**config.mk**
```make
export PLATFORM = sky130hd
export DESIGN_NAME = control_unit_flat
export DESIGN_NICKNAME = d
export VERILOG_FILES = /design/src/rtl/control_unit_if.sv /design/src/rtl/control_unit.sv /design/src/flat_wrapper.sv
export SDC_FILE = /design/constraint.sdc
export NUM_CORES = 1
export LEC_CHECK = 0
export CORE_UTILIZATION = 40
export DETAILED_ROUTE_END_ITERATION = 8
export PLACE_DENSITY = 0.7
export SYNTH_ARGS = -nofsm -noshare
export SYNTH_HDL_FRONTEND = slang
export SYNTH_SLANG_ARGS = --single-unit
```
**constraint.sdc**
```tcl
create_clock -name CLK -period 2.4 [get_ports CLK]
set_input_delay 0.6 -clock CLK [delete_from_list [all_inputs] [get_ports CLK]]
set_output_delay 0.6 -clock CLK [all_outputs]
set_load 0.02 [all_outputs]
```
**src/rtl/control_unit_if.sv**
```systemverilog
// Control bundle between the multi-cycle control FSM and the datapath it steers.
// The FSM drives every control strobe; the datapath supplies the opcode and memory handshake.
interface control_unit_if #(
  parameter int unsigned OPCODE_W = 3,
  parameter int unsigned CNT_W    = 16
);
  logic [OPCODE_W-1:0] opcode;
  logic                mem_ready;
  logic                ir_write;
  logic                pc_write;
  logic                branch;
  logic                branch_ne;
  logic                mem_read;
  logic                mem_write;
  logic                iord;
  logic                reg_write;
  logic                mem_to_reg;
  logic [1:0]          reg_dst;
  logic                alu_src_a;
  logic [1:0]          alu_src_b;
  logic [1:0]          alu_op;
  logic [1:0]          pc_source;
  logic                halted;
  logic [CNT_W-1:0]    instr_count;

  modport master (
    input  opcode, mem_ready,
    output ir_write, pc_write, branch, branch_ne, mem_read, mem_write, iord,
           reg_write, mem_to_reg, reg_dst, alu_src_a, alu_src_b, alu_op, pc_source,
           halted, instr_count
  );

  modport slave (
    output opcode, mem_ready,
    input  ir_write, pc_write, branch, branch_ne, mem_read, mem_write, iord,
           reg_write, mem_to_reg, reg_dst, alu_src_a, alu_src_b, alu_op, pc_source,
           halted, instr_count
  );
endinterface

```
**src/rtl/control_unit.sv**
```systemverilog
// Multi-cycle control FSM for the 16-bit processor: fetch/decode/execute/memory/write-back
// sequencing with memory-ready stalls and a retired-instruction counter.
module control_unit #(
  parameter int unsigned OPCODE_W = 3,
  parameter int unsigned CNT_W    = 16
) (
  input logic              CLK,
  input logic              RST_N,
  control_unit_if.master   bus
);

  typedef enum logic [3:0] {
    StIdle, StFetch, StDecode, StExecR, StExecI, StMemAddr, StMemRd, StMemWr,
    StWbAlu, StWbMem, StBranch, StJump, StHalt
  } state_e;

  typedef enum logic [2:0] {
    OpR    = 3'b000,
    OpLw   = 3'b001,
    OpAddi = 3'b010,
    OpSw   = 3'b011,
    OpJal  = 3'b100,
    OpBeq  = 3'b101,
    OpBne  = 3'b110,
    OpHalt = 3'b111
  } opcode_e;

  state_e           r_state, w_state_next;
  opcode_e          r_opcode;
  opcode_e          w_opcode;
  logic [CNT_W-1:0] r_count;
  logic             w_retire;

  assign w_opcode        = opcode_e'(bus.opcode[2:0]);
  assign bus.instr_count = r_count;

  always_ff @(posedge CLK or negedge RST_N) begin
    if (!RST_N) begin
      r_state  <= StIdle;
      r_opcode <= OpR;
      r_count  <= '0;
    end else begin
      r_state <= w_state_next;
      // Later stages decide from this copy, so the live opcode is don't-care after DECODE.
      if (r_state == StDecode) r_opcode <= w_opcode;
      if (w_retire)            r_count  <= r_count + CNT_W'(1);
    end
  end

  always_comb begin
    w_state_next   = r_state;
    w_retire       = 1'b0;
    bus.ir_write   = 1'b0;
    bus.pc_write   = 1'b0;
    bus.branch     = 1'b0;
    bus.branch_ne  = 1'b0;
    bus.mem_read   = 1'b0;
    bus.mem_write  = 1'b0;
    bus.iord       = 1'b0;
    bus.reg_write  = 1'b0;
    bus.mem_to_reg = 1'b0;
    bus.reg_dst    = 2'b00;
    bus.alu_src_a  = 1'b0;
    bus.alu_src_b  = 2'b00;
    bus.alu_op     = 2'b00;
    bus.pc_source  = 2'b00;
    bus.halted     = 1'b0;

    unique case (r_state)
      StIdle: w_state_next = StFetch;

      StFetch: begin
        bus.mem_read  = 1'b1;
        bus.alu_src_b = 2'b01;
        bus.ir_write  = bus.mem_ready;
        bus.pc_write  = bus.mem_ready;
        if (bus.mem_ready) w_state_next = StDecode;
      end

      StDecode: begin
        bus.alu_src_b = 2'b10;
        unique case (w_opcode)
          OpR:          w_state_next = StExecR;
          OpLw, OpSw:   w_state_next = StMemAddr;
          OpAddi:       w_state_next = StExecI;
          OpJal:        w_state_next = StJump;
          OpBeq, OpBne: w_state_next = StBranch;
          OpHalt: begin
            w_state_next = StHalt;
            w_retire     = 1'b1;
          end
          default:      w_state_next = StHalt;
        endcase
      end

      StExecR: begin
        bus.alu_src_a = 1'b1;
        bus.alu_op    = 2'b10;
        w_state_next  = StWbAlu;
      end

      StExecI: begin
        bus.alu_src_a = 1'b1;
        bus.alu_src_b = 2'b10;
        w_state_next  = StWbAlu;
      end

      StMemAddr: begin
        bus.alu_src_a = 1'b1;
        bus.alu_src_b = 2'b10;
        w_state_next  = (r_opcode == OpSw) ? StMemWr : StMemRd;
      end

      StMemRd: begin
        bus.mem_read = 1'b1;
        bus.iord     = 1'b1;
        if (bus.mem_ready) w_state_next = StWbMem;
      end

      StMemWr: begin
        bus.mem_write = 1'b1;
        bus.iord      = 1'b1;
        if (bus.mem_ready) begin
          w_state_next = StFetch;
          w_retire     = 1'b1;
        end
      end

      StWbAlu: begin
        bus.reg_write = 1'b1;
        bus.reg_dst   = (r_opcode == OpR) ? 2'b00 : 2'b01;
        w_state_next  = StFetch;
        w_retire      = 1'b1;
      end

      StWbMem: begin
        bus.reg_write  = 1'b1;
        bus.mem_to_reg = 1'b1;
        bus.reg_dst    = 2'b01;
        w_state_next   = StFetch;
        w_retire       = 1'b1;
      end

      StBranch: begin
        bus.alu_src_a = 1'b1;
        bus.alu_op    = 2'b01;
        bus.pc_source = 2'b01;
        bus.branch    = (r_opcode == OpBeq);
        bus.branch_ne = (r_opcode == OpBne);
        w_state_next  = StFetch;
        w_retire      = 1'b1;
      end

      StJump: begin
        bus.pc_write  = 1'b1;
        bus.pc_source = 2'b10;
        bus.reg_write = 1'b1;
        bus.reg_dst   = 2'b10;
        w_state_next  = StFetch;
        w_retire      = 1'b1;
      end

      StHalt: bus.halted = 1'b1;

      default: w_state_next = StIdle;
    endcase
  end

endmodule

```
**src/flat_wrapper.sv**
```systemverilog
// flat-port wrapper written by rule: the top's interface ports become plain ports
module control_unit_flat 
#(
  parameter int unsigned OPCODE_W = 3,
  parameter int unsigned CNT_W    = 16
)
  (CLK, RST_N, bus_opcode, bus_mem_ready, bus_ir_write, bus_pc_write, bus_branch, bus_branch_ne, bus_mem_read, bus_mem_write, bus_iord, bus_reg_write, bus_mem_to_reg, bus_reg_dst, bus_alu_src_a, bus_alu_src_b, bus_alu_op, bus_pc_source, bus_halted, bus_instr_count);
  control_unit_if #(.OPCODE_W(OPCODE_W), .CNT_W(CNT_W)) bus_i ();
  input logic CLK;
  input logic RST_N;
  input wire logic [$bits(bus_i.opcode)-1:0] bus_opcode;
  input wire logic [$bits(bus_i.mem_ready)-1:0] bus_mem_ready;
  output wire logic [$bits(bus_i.ir_write)-1:0] bus_ir_write;
  output wire logic [$bits(bus_i.pc_write)-1:0] bus_pc_write;
  output wire logic [$bits(bus_i.branch)-1:0] bus_branch;
  output wire logic [$bits(bus_i.branch_ne)-1:0] bus_branch_ne;
  output wire logic [$bits(bus_i.mem_read)-1:0] bus_mem_read;
  output wire logic [$bits(bus_i.mem_write)-1:0] bus_mem_write;
  output wire logic [$bits(bus_i.iord)-1:0] bus_iord;
  output wire logic [$bits(bus_i.reg_write)-1:0] bus_reg_write;
  output wire logic [$bits(bus_i.mem_to_reg)-1:0] bus_mem_to_reg;
  output wire logic [$bits(bus_i.reg_dst)-1:0] bus_reg_dst;
  output wire logic [$bits(bus_i.alu_src_a)-1:0] bus_alu_src_a;
  output wire logic [$bits(bus_i.alu_src_b)-1:0] bus_alu_src_b;
  output wire logic [$bits(bus_i.alu_op)-1:0] bus_alu_op;
  output wire logic [$bits(bus_i.pc_source)-1:0] bus_pc_source;
  output wire logic [$bits(bus_i.halted)-1:0] bus_halted;
  output wire logic [$bits(bus_i.instr_count)-1:0] bus_instr_count;
  assign bus_i.opcode = bus_opcode;
  assign bus_i.mem_ready = bus_mem_ready;
  assign bus_ir_write = bus_i.ir_write;
  assign bus_pc_write = bus_i.pc_write;
  assign bus_branch = bus_i.branch;
  assign bus_branch_ne = bus_i.branch_ne;
  assign bus_mem_read = bus_i.mem_read;
  assign bus_mem_write = bus_i.mem_write;
  assign bus_iord = bus_i.iord;
  assign bus_reg_write = bus_i.reg_write;
  assign bus_mem_to_reg = bus_i.mem_to_reg;
  assign bus_reg_dst = bus_i.reg_dst;
  assign bus_alu_src_a = bus_i.alu_src_a;
  assign bus_alu_src_b = bus_i.alu_src_b;
  assign bus_alu_op = bus_i.alu_op;
  assign bus_pc_source = bus_i.pc_source;
  assign bus_halted = bus_i.halted;
  assign bus_instr_count = bus_i.instr_count;
  control_unit #(.OPCODE_W(OPCODE_W), .CNT_W(CNT_W)) u_core (.CLK(CLK), .RST_N(RST_N), .bus(bus_i));
endmodule
```
==> metrics.md <==
| Metric | Value |
|---|---|
| Share of layout cells above drive strength 1 | 17.8% |
| Slowest-stage cell, CP | clkdlybuf4s50_1 |
| Most frequent cells in the layout | clkdlybuf4s50_1, dfrtp_1, buf_4, xnor2_1 |
| Height of the chip | approximately 60 um |
| Outcome | finished, final reports clean |
| Post-route minimum period | 2350 ps |
| CP max FO | 2 |
| Hold_sp | u_core.bus.instr_count[15] |
| Async S/R FF share, synth | 100% |
| Syn nets | 154 |
| Filler instances | 301 |
| Die Wd | 59.8 um |
| RR Startpoint | u_core.r_state[1] |
| Area of the core | 3100 um^2 |
| Max stage delay on crit path | 410 ps |
| Clk pin slew, worst setup/hold paths | ~110 ps |
| Max_cap viols | 0 |
| DRT Pass-1 Iters | 4 |
| Initial Utilization | 43.0% |
| Ys Warns | 0 |
| ANT nets after route | 0 |
| CTS tree | yes |
| DR WL/cell | 13.3 um |
| Mapped cell area | 1340 um^2 |
| Antenna cell count | 0 |
| First-pass GRT wire length | 5280 um |
| Critical path cell sequence | clkdlybuf4s50_1, and3_1, or2_2, dlygate4sd2_1 |
| CTS sink cnt | 23 |
| Register area share after synthesis | a little over two fifths |
| Worst EP required | 1800 ps |
| Synthesized instance count | 147 |
| Clock root buffer master | clkbuf_4 |
| Critical path capture point type | output port |
| Slew headroom | 67.1% |
| Fin. Hold Viols | 0 |
| # DRC | 0 |
| Total congestion overflow | 0 |
| DR vias | 1279 |
| Critical path's top delay family | buffers and inverters |
| Worst Max-Slew Pin Slew | 493 ps |
| FF-to-FF setup slack | 230 ps |
| # rows | 20 |
| Commonest non-fill, non-tap cell in the layout | clkdlybuf4s50_1 |
| PwrDens | 994 nW/um^2 |
| Hold depth | 1 |
| Reg2Reg Depth | 5 |
| Buf+Inv Stages, Crit Path | 2 |
| Avg Cell Area, Syn | 9.08 um^2 |
| Layout area overhead | 43.9% |
| # H-tree levels | 1 |
| Hold Crit Endpoint | u_core.bus.instr_count[15] |
| Most used flip-flop cell after synthesis | dfrtp_1 |
| Critical Path Start Type | input port |
| I/O pins | 41 |
| Fin crit share | 97.9% |
| GPL Wtd Cong | just under 0.9 |
| Max VDD drop | 685 uV |
| Buffers on Ports | 40 |
| P_int | ~0.0011 W |
| Num CTS Buffers | 3 |
| Worst slack, placed | -179 ps |
| Max-slew violations | 0 |
| Clk_lat worst skew | 310 ps |
| Die area | between 3000 and 4000 um^2 |
| Max Clock Freq | roughly 430 MHz |
| Cell variety after synth | 36 |
| Post-Route WL | 3280 um |
| Setup ws final | 51.6 ps |
| Switching Share | 44.5% |
| Vias in the first global route | 1136 |
| Combinational power share | 58.9% |
| Reg-to-Reg End | u_core.bus.instr_count[1] |
| CTS Hold Bufs | 0 |
| Clock skew | around 7.3 ps |
| Register bit total from synthesis | 23 |
| Pin count of the biggest net entering global routing | 24 |
| Static Leakage | 0.891 nW |
| Worst hold path type | reg -> reg |
| EDFF count, synth | 0 |
| Fin nets | 210 |
| Seq pwr share | 32.0% |
| Final design utilization | between 60% and 70% |
| NetSw | around 0.00085 W |
| # setup viols final | 0 |
| RSZ-0062 raised after global routing | false |
| Worst Path Class, Setup | in -> out |
| Clock Tree Buf Depth | 2 |
| DR iter-0 viols | just over 60 |
| Post-DR vias/cell | 5.20 |
| Clock Power Share | 9.1% |
| CP arrival | 1750 ps |
| Total track usage | 19.8% |
| Initial antenna violation count | 0 |
| HPWL Detailed | 2430 um |
[power groups by stage]
stage / registers (W) / clock network (W) / logic, W
after CTS: 0.000609 / 0.000182 / 0.00109
final: 0.000611 / 0.000173 / 0.00113
after detailed placement: 0.000619 / 0 / 0.00113
after floorplan: 0.000633 / 0 / 0.000620
after global routing: 0.000626 / 0.000206 / 0.00122
after global placement: 0.000612 / 0 / 0.00110
[stage by stage]
stage	cells	setup TNS (ps)	area [um^2]	power, W	hold slack, ps
after floorplan	147	0	1340	0.00125	304
after global placement	238	-172	1870	0.00172	460
after detailed placement	238	-209	1870	0.00175	472
after CTS	244	0	1890	0.00189	488
after global routing	246	0	1920	0.00205	517
final	246	0	1920	0.00191	479
[how the worst max path moves through the flow]
stage | startpoint | to | slack (ps) | cells after the start
global route | u_core.r_state[1] | bus_pc_source[0] | 2 | 3
CTS | u_core.r_state[2] | bus_reg_dst[1] | 8 | 4
detailed placement | bus_mem_ready | bus_pc_write | -180 | 4
floorplan | u_core.r_state[1] | bus_branch | 40 | 5
global placement | bus_mem_ready | bus_pc_write | -160 | 4
finish | bus_mem_ready | bus_pc_write | 50 | 4
[area by class of cell]
cell class / instances / area (um^2) / area share [%]
Timing Repair Buffer: 60 / 536 / 27.9
Tap cell: 44 / 55.1 / 2.87
Sequential cell: 23 / 579 / 30.2
Inverter: 5 / 18.8 / 0.977
Clock buffer: 4 / 26.3 / 1.37
Multi-Input combinational cell: 110 / 706 / 36.7
[synthesized netlist by cell type (all sizes together) (5+ instances only)]
master,number,area share [%]
dfrtp,23,43
xnor2,15,9.8
nand2,14,3.9
nor2,14,3.9
nand4,12,6.1
a21oi,6,2.2
nor3,6,2.2
o21ai,6,2.2
buf,5,2.4
inv,5,1.4
nand3,5,1.9
[kinds of logic after synthesis]
family	synth area share, %
muxes	1.69
DFF	43.1
xor gates and xnor gates	10.5
AOI/OAI and AO/OA	9.09
and+or+nand+nor	29.7
buffers and inverters	4.97
adders and majority gates	0.937
[flip-flops by register name, summed over array words and instances, names as in the netlist]
| register | count |
|---|---|
| u_core.bus.instr_count | 16 |
| u_core.r_opcode | 3 |
| u_core.r_state | 4 |
[metal layers]
| metal | global-route usage, % | wire [um] | up-vias | share of wire, % |
|---|---|---|---|---|
| met5 | 0 | 0 | - | 0 |
| met4 | 4.65 | 17 | 0 | 0.52 |
| met3 | 4.76 | 121 | 2 | 3.7 |
| met2 | 31.1 | 1600 | 28 | 49 |
| met1 | 27.3 | 1530 | 621 | 47 |
| li1 | - | - | 628 | - |
[timing repair]
action / 4_1_cts / 5_1_grt
buffers inserted: 2 / 2
setup endpoints to repair: 17 / 7
gates resized for setup: 20 / 12
Note: power is estimated with default switching activity, not from simulation.
